`src/rtl/clk_div_pkg.sv`:
```
// Shared types and helpers for the clock-divider blocks and their monitors.
package clk_div_pkg;

  typedef enum logic [1:0] {
    IDLE   = 2'd0,
    SYNC   = 2'd1,
    ACQ    = 2'd2,
    LOCKED = 2'd3
  } mon_state_t;

  localparam int CNT_W_DEF       = 8;
  localparam int LOCK_CYCLES_DEF = 4;
  localparam int ERR_W_DEF       = 8;

  // Increment that sticks at lim instead of wrapping.
  function automatic logic [31:0] sat_inc(input logic [31:0] v, input logic [31:0] lim);
    return (v >= lim) ? lim : v + 32'd1;
  endfunction

endpackage

```
`src/rtl/div_edge_detect.sv`:
```
// One-cycle history of a clk-synchronous signal with rise/fall/edge strobes.
module div_edge_detect (
  input  logic clk_i,
  input  logic rst_ni,
  input  logic sig_i,
  output logic rise_o,
  output logic fall_o,
  output logic edge_o
);

  logic d_q;

  // Previous-cycle sample; tracks regardless of monitor state.
  always_ff @(posedge clk_i or negedge rst_ni) begin
    if (!rst_ni) d_q <= 1'b0;
    else         d_q <= sig_i;
  end

  assign rise_o = sig_i & ~d_q;
  assign fall_o = ~sig_i & d_q;
  assign edge_o = sig_i ^ d_q;

endmodule

```
`src/rtl/clk_div_monitor.sv`:
```
// Pulse-width checker for divided clocks: measures high/low widths in clk
// cycles, locks after a run of matching periods, flags errors once locked.
module clk_div_monitor
  import clk_div_pkg::*;
#(
  parameter int CNT_W       = CNT_W_DEF,
  parameter int LOCK_CYCLES = LOCK_CYCLES_DEF,
  parameter int ERR_W       = ERR_W_DEF
) (
  input  logic             clk,
  input  logic             rst,
  input  logic             en,
  input  logic             div_in,
  input  logic [CNT_W-1:0] exp_high,
  input  logic [CNT_W-1:0] exp_low,
  output logic [CNT_W-1:0] meas_high,
  output logic [CNT_W-1:0] meas_low,
  output logic             period_valid,
  output logic             locked,
  output logic             err,
  output logic [ERR_W-1:0] err_cnt
);

  localparam int GW = $clog2(LOCK_CYCLES + 1);
  localparam logic [CNT_W-1:0] CNT_MAX = '1;
  localparam logic [ERR_W-1:0] ERR_MAX = '1;

  logic rise_w, fall_w, edge_w;

  div_edge_detect u_edge (
    .clk_i  (clk),
    .rst_ni (rst),
    .sig_i  (div_in),
    .rise_o (rise_w),
    .fall_o (fall_w),
    .edge_o (edge_w)
  );

  mon_state_t       state_q, state_d;
  logic [CNT_W-1:0] run_cnt_q, run_cnt_d;
  logic [CNT_W-1:0] meas_high_q, meas_high_d;
  logic [CNT_W-1:0] meas_low_q, meas_low_d;
  logic [GW-1:0]    good_q, good_d;
  logic [ERR_W-1:0] err_cnt_q, err_cnt_d;
  logic             pv_q, pv_d;
  logic             err_q, err_d;
  logic             locked_q, locked_d;

  logic [CNT_W-1:0] run_inc;
  logic [ERR_W-1:0] err_inc;
  logic [GW-1:0]    good_inc;
  logic             period_ok, stuck, lock_fault;

  assign run_inc   = CNT_W'(sat_inc(32'(run_cnt_q), 32'(CNT_MAX)));
  assign err_inc   = ERR_W'(sat_inc(32'(err_cnt_q), 32'(ERR_MAX)));
  assign good_inc  = good_q + GW'(1);
  // At a rise, meas_high_q still holds the high width captured at the
  // preceding fall and run_cnt_q is the low segment that just ended.
  assign period_ok = (meas_high_q == exp_high) && (run_cnt_q == exp_low);
  // A saturated count that coincides with an edge is a legal max-width segment.
  assign stuck     = (run_cnt_q == CNT_MAX) && !edge_w;

  // Next-state: enable override, segment counting, capture and lock FSM.
  always_comb begin
    state_d     = state_q;
    run_cnt_d   = run_cnt_q;
    meas_high_d = meas_high_q;
    meas_low_d  = meas_low_q;
    good_d      = good_q;
    err_cnt_d   = err_cnt_q;
    locked_d    = locked_q;
    pv_d        = 1'b0;
    err_d       = 1'b0;
    lock_fault  = 1'b0;

    if (!en) begin
      state_d   = IDLE;
      run_cnt_d = '0;
      good_d    = '0;
      locked_d  = 1'b0;
    end else if (state_q == IDLE) begin
      state_d   = SYNC;
      run_cnt_d = '0;
    end else begin
      run_cnt_d = edge_w ? CNT_W'(1) : run_inc;
      if (fall_w) meas_high_d = run_cnt_q;
      if (rise_w) meas_low_d  = run_cnt_q;

      case (state_q)
        SYNC: begin
          // First rise closes the partial segment; nothing is compared.
          if (rise_w) state_d = ACQ;
        end
        ACQ: begin
          if (rise_w) begin
            pv_d = 1'b1;
            if (period_ok) begin
              good_d = good_inc;
              if (good_inc == GW'(LOCK_CYCLES)) begin
                state_d  = LOCKED;
                locked_d = 1'b1;
              end
            end else begin
              good_d = '0;
            end
          end else if (stuck) begin
            state_d = SYNC;
            good_d  = '0;
          end
        end
        LOCKED: begin
          if (rise_w) begin
            pv_d = 1'b1;
            if (!period_ok) lock_fault = 1'b1;
          end else if (fall_w) begin
            // Early flag: a bad high width is caught before the period ends.
            if (run_cnt_q != exp_high) lock_fault = 1'b1;
          end else if (stuck) begin
            state_d   = SYNC;
            good_d    = '0;
            locked_d  = 1'b0;
            err_d     = 1'b1;
            err_cnt_d = err_inc;
          end
        end
        default: ;
      endcase

      if (lock_fault) begin
        state_d   = ACQ;
        good_d    = '0;
        locked_d  = 1'b0;
        err_d     = 1'b1;
        err_cnt_d = err_inc;
      end
    end
  end

  // State and output registers.
  always_ff @(posedge clk or negedge rst) begin
    if (!rst) begin
      state_q     <= IDLE;
      run_cnt_q   <= '0;
      meas_high_q <= '0;
      meas_low_q  <= '0;
      good_q      <= '0;
      err_cnt_q   <= '0;
      pv_q        <= 1'b0;
      err_q       <= 1'b0;
      locked_q    <= 1'b0;
    end else begin
      state_q     <= state_d;
      run_cnt_q   <= run_cnt_d;
      meas_high_q <= meas_high_d;
      meas_low_q  <= meas_low_d;
      good_q      <= good_d;
      err_cnt_q   <= err_cnt_d;
      pv_q        <= pv_d;
      err_q       <= err_d;
      locked_q    <= locked_d;
    end
  end

  assign meas_high    = meas_high_q;
  assign meas_low     = meas_low_q;
  assign period_valid = pv_q;
  assign locked       = locked_q;
  assign err          = err_q;
  assign err_cnt      = err_cnt_q;

endmodule
```
`config.mk`:
```
export PLATFORM = sky130hd
export DESIGN_NAME = clk_div_monitor
export DESIGN_NICKNAME = d
export VERILOG_FILES = /design/src/rtl/clk_div_pkg.sv /design/src/rtl/div_edge_detect.sv /design/src/rtl/clk_div_monitor.sv
export SDC_FILE = /design/constraint.sdc
export NUM_CORES = 1
export LEC_CHECK = 0
export BUFFER_PORTS_ARGS = -buffer_cell sky130_fd_sc_hd__buf_2
export CAP_MARGIN = 0
export CORE_UTILIZATION = 39
export DETAILED_ROUTE_END_ITERATION = 10
export PLACE_DENSITY = 0.71
export SYNTH_ARGS = -nofsm -noshare
export SYNTH_HDL_FRONTEND = slang
export SYNTH_SLANG_ARGS = --single-unit
```
`constraint.sdc`:
```
create_clock -name clk -period 2.1 [get_ports clk]
set_clock_uncertainty 0.15 [all_clocks]
set_input_delay 0.105 -clock clk [delete_from_list [all_inputs] [get_ports clk]]
set_output_delay 0.105 -clock clk [all_outputs]
set_load 0.02 [all_outputs]
```
### Word-level counts from Yosys, hierarchy flattened

Cells that the tools add are included.

| cells by class | value |
|---|---|
| add/subtract/negate cells | 3 |
| magnitude comparators | 2 |
| equality and inequality tests | 24 |
| mux-type cells | 58 |
| bitwise operators | 6 |
| reductions and logical operators | 13 |

Operators by type and width:

| operator | count |
|---|---|
| $mux 8 | 10 |
| $mux 1 | 27 |
| $mux 3 | 8 |
| $ne 4x4->1 const B | 6 |
| $mux 2 | 10 |
| $add 8x1->8 const B | 2 |
| $eq 8x8->1 | 2 |
| $ge 8x8->1 const B | 2 |
| $ne 5x5->1 const B | 3 |
| $ne 6x6->1 const B | 2 |
| $reduce_and 6->1 | 2 |
| $eq 8x8->1 const B | 1 |
| $ne 8x8->1 | 1 |
| $reduce_and 8->1 | 1 |
| $ne 6x1->1 const B | 1 |
| $pmux 2 s3 | 1 |
| $pmux 3 s2 | 1 |
| $reduce_and 3->1 | 2 |
| $eq 2x2->1 const B | 2 |
| $ne 2x1->1 const B | 2 |
| $ne 4x1->1 const B | 1 |
| $reduce_and 4->1 | 1 |
| $reduce_bool 2->1 | 2 |
| $add 3x1->3 const B | 1 |
| 11 further kinds | 15 |

| word-level totals | value |
|---|---|
| register bits after elaboration | 41 |
| bits of input ports | 20 |
| output and inout port bits | 27 |
| word-level logic and storage cells | 116 |

### Logic depth before layout (Yosys ltp)

| depth | value |
|---|---|
| depth after elaboration | 10 |
| mapped depth | 8 |
| mapped depth without buffers | 8 |

### By module

A second synthesis with hierarchy kept.

| second synthesis, totals | value |
|---|---|
| cells, all modules | 247 |
| area total of the unflattened synthesis | 2557.5 µm² |

By module, submodules not included:

| module | times used | cells an instance | area an instance (µm²) | sequential area each (µm²) |
|---|---|---|---|---|
| clk_div_monitor | 1 | 241 | 2496.1 | 1001.0 |
| div_edge_detect | 1 | 6 | 61.3 | 25.0 |

### Least setup slack after synthesis

No wires, ideal clock.

| path | value |
|---|---|
| path type | register -> register |
| start | register meas_high_q[1] (netlist: meas_high[1]) |
| end | register err_cnt_q[2] (netlist: err_cnt[2]) |
| library setup time | 125 ps |
| arrival time | 1977 ps |
| data required time | 1825 ps |
| setup slack | -151 ps |
| stages on the path, launching flop included | 8 |
| path buffers | 1 |
| clock period less this slack | 2251 ps |
| cells stage by stage | dfrtp_1 > xnor2_1 > nand4_2 > nor4_4 > a22oi_1 > buf_2 > nand3_1 > mux2_2 |

| between the ends | value |
|---|---|
| longest elaborated chain between the ends | 9 |
| elaborated cells between the ends (all ways) | 13 |
| classes of those cells | 3 x eq/ne; 6 x mux; 4 x reduce/logical |

Ends and longest elaborated chain:

| item | RTL line | text |
|---|---|---|
| start, declared | clk_div_monitor.sv:41 | `logic [CNT_W-1:0] meas_high_q, meas_high_d;` |
| start signal, assigned | clk_div_monitor.sv:154 | `meas_high_q <= meas_high_d;` |
| $eq 8x8->1 (*) | clk_div_monitor.sv:59 | `assign period_ok = (meas_high_q == exp_high) && (run_cnt_q == exp_low);` |
| $logic_and 1x1->1 (*) | clk_div_monitor.sv:59 |  |
| $mux 1 (*) | clk_div_monitor.sv:114 | `if (!period_ok) lock_fault = 1'b1;` |
| $mux 1 (*) | clk_div_monitor.sv:112 | `if (rise_w) begin` |
| $mux 1 (*) | clk_div_monitor.sv:89 | `case (state_q)` |
| $mux 1 (*) | clk_div_monitor.sv:81 | `end else if (state_q == IDLE) begin` |
| $mux 1 (*) | clk_div_monitor.sv:76 | `if (!en) begin` |
| $ne 2x1->1 (no line) or $reduce_bool 2->1 (tied branches) | -- |  |
| $reduce_and 6->1 (no line) | -- |  |
| end signal, assigned | clk_div_monitor.sv:157 | `err_cnt_q <= err_cnt_d;` |
| end, declared | clk_div_monitor.sv:44 | `logic [ERR_W-1:0] err_cnt_q, err_cnt_d;` |

Every way passes the cells marked *; elsewhere a longest branch is shown, timed or not. The select of a mux whose other input is x is not followed.
A chain may end at the register's enable or synchronous reset.

### Final worst setup path

| path | value |
|---|---|
| start | register run_cnt_q[0] |
| end | register state_q[0] |

| between the ends | value |
|---|---|
| longest elaborated chain between the ends | 10 |
| elaborated cells between the ends (all ways) | 27 |
| classes of those cells | 9 x eq/ne; 15 x mux; 3 x reduce/logical |

Ends and longest elaborated chain:

| item | RTL line | text |
|---|---|---|
| start, declared | clk_div_monitor.sv:40 | `logic [CNT_W-1:0] run_cnt_q, run_cnt_d;` |
| start signal, assigned | clk_div_monitor.sv:153 | `run_cnt_q <= run_cnt_d;` |
| parallel branches: the longest is 10 deep, another holds $ne 8x8->1 | -- |  |
| end signal, assigned | clk_div_monitor.sv:152 | `state_q <= state_d;` |
| end, declared | clk_div_monitor.sv:39 | `mon_state_t state_q, state_d;` |

Several ways; the timed one is not identified. The select of a mux whose other input is x is not followed.

==> metrics.txt <==
status finished, violations left; failing checks negative setup slack; DRT iter0 DRCs between 100 and 150; Post-Syn Instances approximately 240; post-detail-place hpwl about 4600 um; Placer Congestion between 0.8 and 0.9; drt total wl a little over 6000 um; final worst slack -136 ps; Die Width approximately 81 um; cells along the critical path buf_6 -> xnor2_2 -> nand4_1 -> buf_4 -> o211ai_1 -> buf_4 -> o2bb2ai_2 -> or4_1 -> nand4_1; maxcap violations 0; r2r startpoint run_cnt_q[0]$_DFF_PN0_; Clock Sinks 41; synth unique cells 44; Area Growth Syn to Fin 35.7%; Final TNS setup -459 ps; type of origin of the critical path flop; Final min period about 2200 ps; vias between 2000 and 2500; Static Leakage ~1.7 nW; Psw around 0.0008 W; Least-Margin Pin Slew just over 400 ps; power per cell area 673 mW/mm^2; R2R setup slack -140 ps; Comb power frac ~36%; CTS tree yes; first-pass GRT wire length approximately 10000 um; Max Fanout on Critical Path 4; Syn Area/Cell 10.2 um^2; RSZ-0062 raised after global routing yes; CTS Root Cell clkbuf_8; number of synthesized register bits slightly above 40; Async SR Flop Fraction between 90% and 100%; Cell Area, Synth 0.00246 mm^2; row count 28; First-pass DRT Iterations 4; EDFF count, synth 0; final hold slack 72.8 ps; share of layout cells above drive strength 1 roughly 44%; Clock power frac between 20% and 30%; Die H approximately 80 um; VDD IR max 0.378 mV; Skew-Pair Late Insertion Delay 290 ps; Placed Cells incl. Taps between 300 and 400; Fillers slightly above 500; RR Endpoint state_q[0]$_DFFE_PN0P_; Flop pwr share around two fifths; Worst Setup End Kind flop; routed len/inst about 15 um; grt ovf 0; clock buffer depth 2; Clock Pin Slew Worst Setup and Hold Paths ~90 ps; critical path class flop to flop; top cell type's share of synthesized area 41.7%; area leader, netlist dfrtp_1; Sw Ratio between 30% and 40%; hold path cells 3; Worst Hold Class input pin to flop; fin crit share 106%; final-stage net count roughly 360; CP max stage cell or4_1; Worst EP required ~2200 ps; Worst Hold End run_cnt_q[0]$_DFF_PN0_; sequential share of the synthesized area between 40% and 50%; Hold Crit Start en; Crit path largest cell delay around 480 ps; post-route insts no fill around 400; GR Util All Layers around a fifth; Final setup viols 10; vias in the first global route ~2200; CTS buffer count 5; Yosys warnings 0; syn_nets 272; core area roughly 0.0060 mm^2; FMAX roughly 0.45 GHz; ANT nets after route 0; CTS H-tree lvls 2; R2R cell count 9; Final Hold Vio Count 0; die outline area around 0.0066 mm^2; Worst Path Arrival approximately 2300 ps; antenna fix cells 0; largest net degree at the start of global routing 28; Slew HR ~73%; I/O pin count 47; PortBufs between 40 and 50; pre-CTS setup slack -95.2 ps; initial antenna violation count 0; post-route DRC violation count 0; ranking of synthesized cells by area dfrtp_1 42%, xnor2_1 8.9%, mux2_2 8.2%; Internal between 0.001 and 0.0015 W; Initial Util between 40 and 50%; Final Max Tran Viols 0; Via density between 5 and 6; prevailing post-synth register cell dfrtp_1
[cell families after synthesis]
| kind of cell | synth area share [%] |
|---|---|
| and+or+nand+nor | 15.8 |
| xor gates and xnor gates | 9.91 |
| adders and majority gates | 5.59 |
| muxes | 9.04 |
| DFF | 41.7 |
| buffers and inverters | 4.78 |
| AOI/OAI and AO/OA | 13.2 |
[Yosys cell counts, types with 2 or more instances]
master	instances
a31oi_1	6
ha_1	11
a32o_1	3
nor2_1	9
clkbuf_1	5
a21o_1	2
buf_2	4
xnor2_1	25
o21ai_0	9
mux2_2	18
and3_1	10
a211oi_1	2
nand2_1	18
buf_6	2
dfrtp_1	41
a41oi_1	3
mux2i_1	2
a21oi_1	8
nand3_1	9
nand4_1	9
inv_1	15
nor3_1	3
and4_1	4
o211ai_1	3
[critical path: cells and delay by family (launching register included)]
family	cells	cell delay, ps
AOI/OAI and AO/OA	2	240
xor gates and xnor gates	1	120
buffers and inverters	3	490
DFF	1	440
and+or+nand+nor	3	750
[state kept, by name, indices dropped and copies added, names as in the netlist]
signal and flops:
state_q 2, u_edge.d_q 1, meas_high 8, err_cnt 8
run_cnt_q 8, period_valid 1, good_q 3, meas_low 8
locked 1, err 1
[layer usage]
metal | GRT usage, % | share of wire, % | vias up
li1 | - | - | 1058
met1 | 26.5 | 45 | 1081
met2 | 33.8 | 49 | 63
met3 | 3.33 | 4.6 | 6
met4 | 6.61 | 1.1 | 0
met5 | 0 | 0 | -
[cells in the final DEF (no fill, tap or decap), types with 7 or more instances in the layout]
| cell | n |
|---|---|
| inv_1 | 15 |
| nand4_1 | 9 |
| and3_1 | 8 |
| xnor2_1 | 19 |
| xnor2_2 | 7 |
| a21oi_1 | 7 |
| ha_1 | 11 |
| nand2_1 | 17 |
| mux2_2 | 14 |
| buf_2 | 46 |
| o21ai_0 | 9 |
| nor2_1 | 9 |
| buf_4 | 37 |
| dfrtp_1 | 36 |
[worst max path at each step]
stage	start	to	slack, ps	depth (start not counted)
after detailed placement	meas_high[7]$_DFFE_PN0P_	state_q[0]$_DFFE_PN0P_	-100	7
after global placement	run_cnt_q[0]$_DFF_PN0_	state_q[0]$_DFFE_PN0P_	-40	7
after CTS	run_cnt_q[3]$_DFF_PN0_	state_q[0]$_DFFE_PN0P_	-90	9
after floorplan	meas_high[7]$_DFFE_PN0P_	err_cnt[3]$_DFFE_PN0P_	-100	7
after global routing	run_cnt_q[0]$_DFF_PN0_	good_q[2]$_DFFE_PN0P_	-210	9
final	run_cnt_q[0]$_DFF_PN0_	state_q[0]$_DFFE_PN0P_	-140	9
[through the flow]
step                total power, W  utilization [%]  cell area, um^2
detailed placement         0.00168             50.6             3030
floorplan                  0.00139                -             2510
CTS                        0.00223             54.4             3260
global route               0.00239             55.8             3340
global placement           0.00167             50.6             3030
finish                     0.00225             55.8             3340
[power by group through the flow]
stage / registers, W / logic [W] / clock network [W]
2_1_floorplan: 0.000998 / 0.000390 / 0
3_3_place_gp: 0.000940 / 0.000726 / 0
3_5_place_dp: 0.000940 / 0.000738 / 0
4_1_cts: 0.000927 / 0.000767 / 0.000533
5_1_grt: 0.000943 / 0.000882 / 0.000570
6_report: 0.000931 / 0.000805 / 0.000514
[repair_timing]
item,CTS,global route
hold buffers,2,0
buffers inserted,7,0
resized for setup,14,13
setup endpoints to repair,11,14
hold endpoints to repair,42,0
pin swaps,19,10
[area by class of cell]
| type | instances | area, um^2 | share of cell area (%) |
|---|---|---|---|
| well taps | 75 | 93.8 | 2.81 |
| clock inverters | 2 | 15.0 | 0.449 |
| multi-input cells | 174 | 1480 | 44.2 |
| inverters | 15 | 56.3 | 1.69 |
| clock buffers | 6 | 72.6 | 2.17 |
| flip-flops and latches | 41 | 1030 | 30.9 |
| repair buffers | 91 | 596 | 17.8 |
Power figures use the tool's default switching activity.
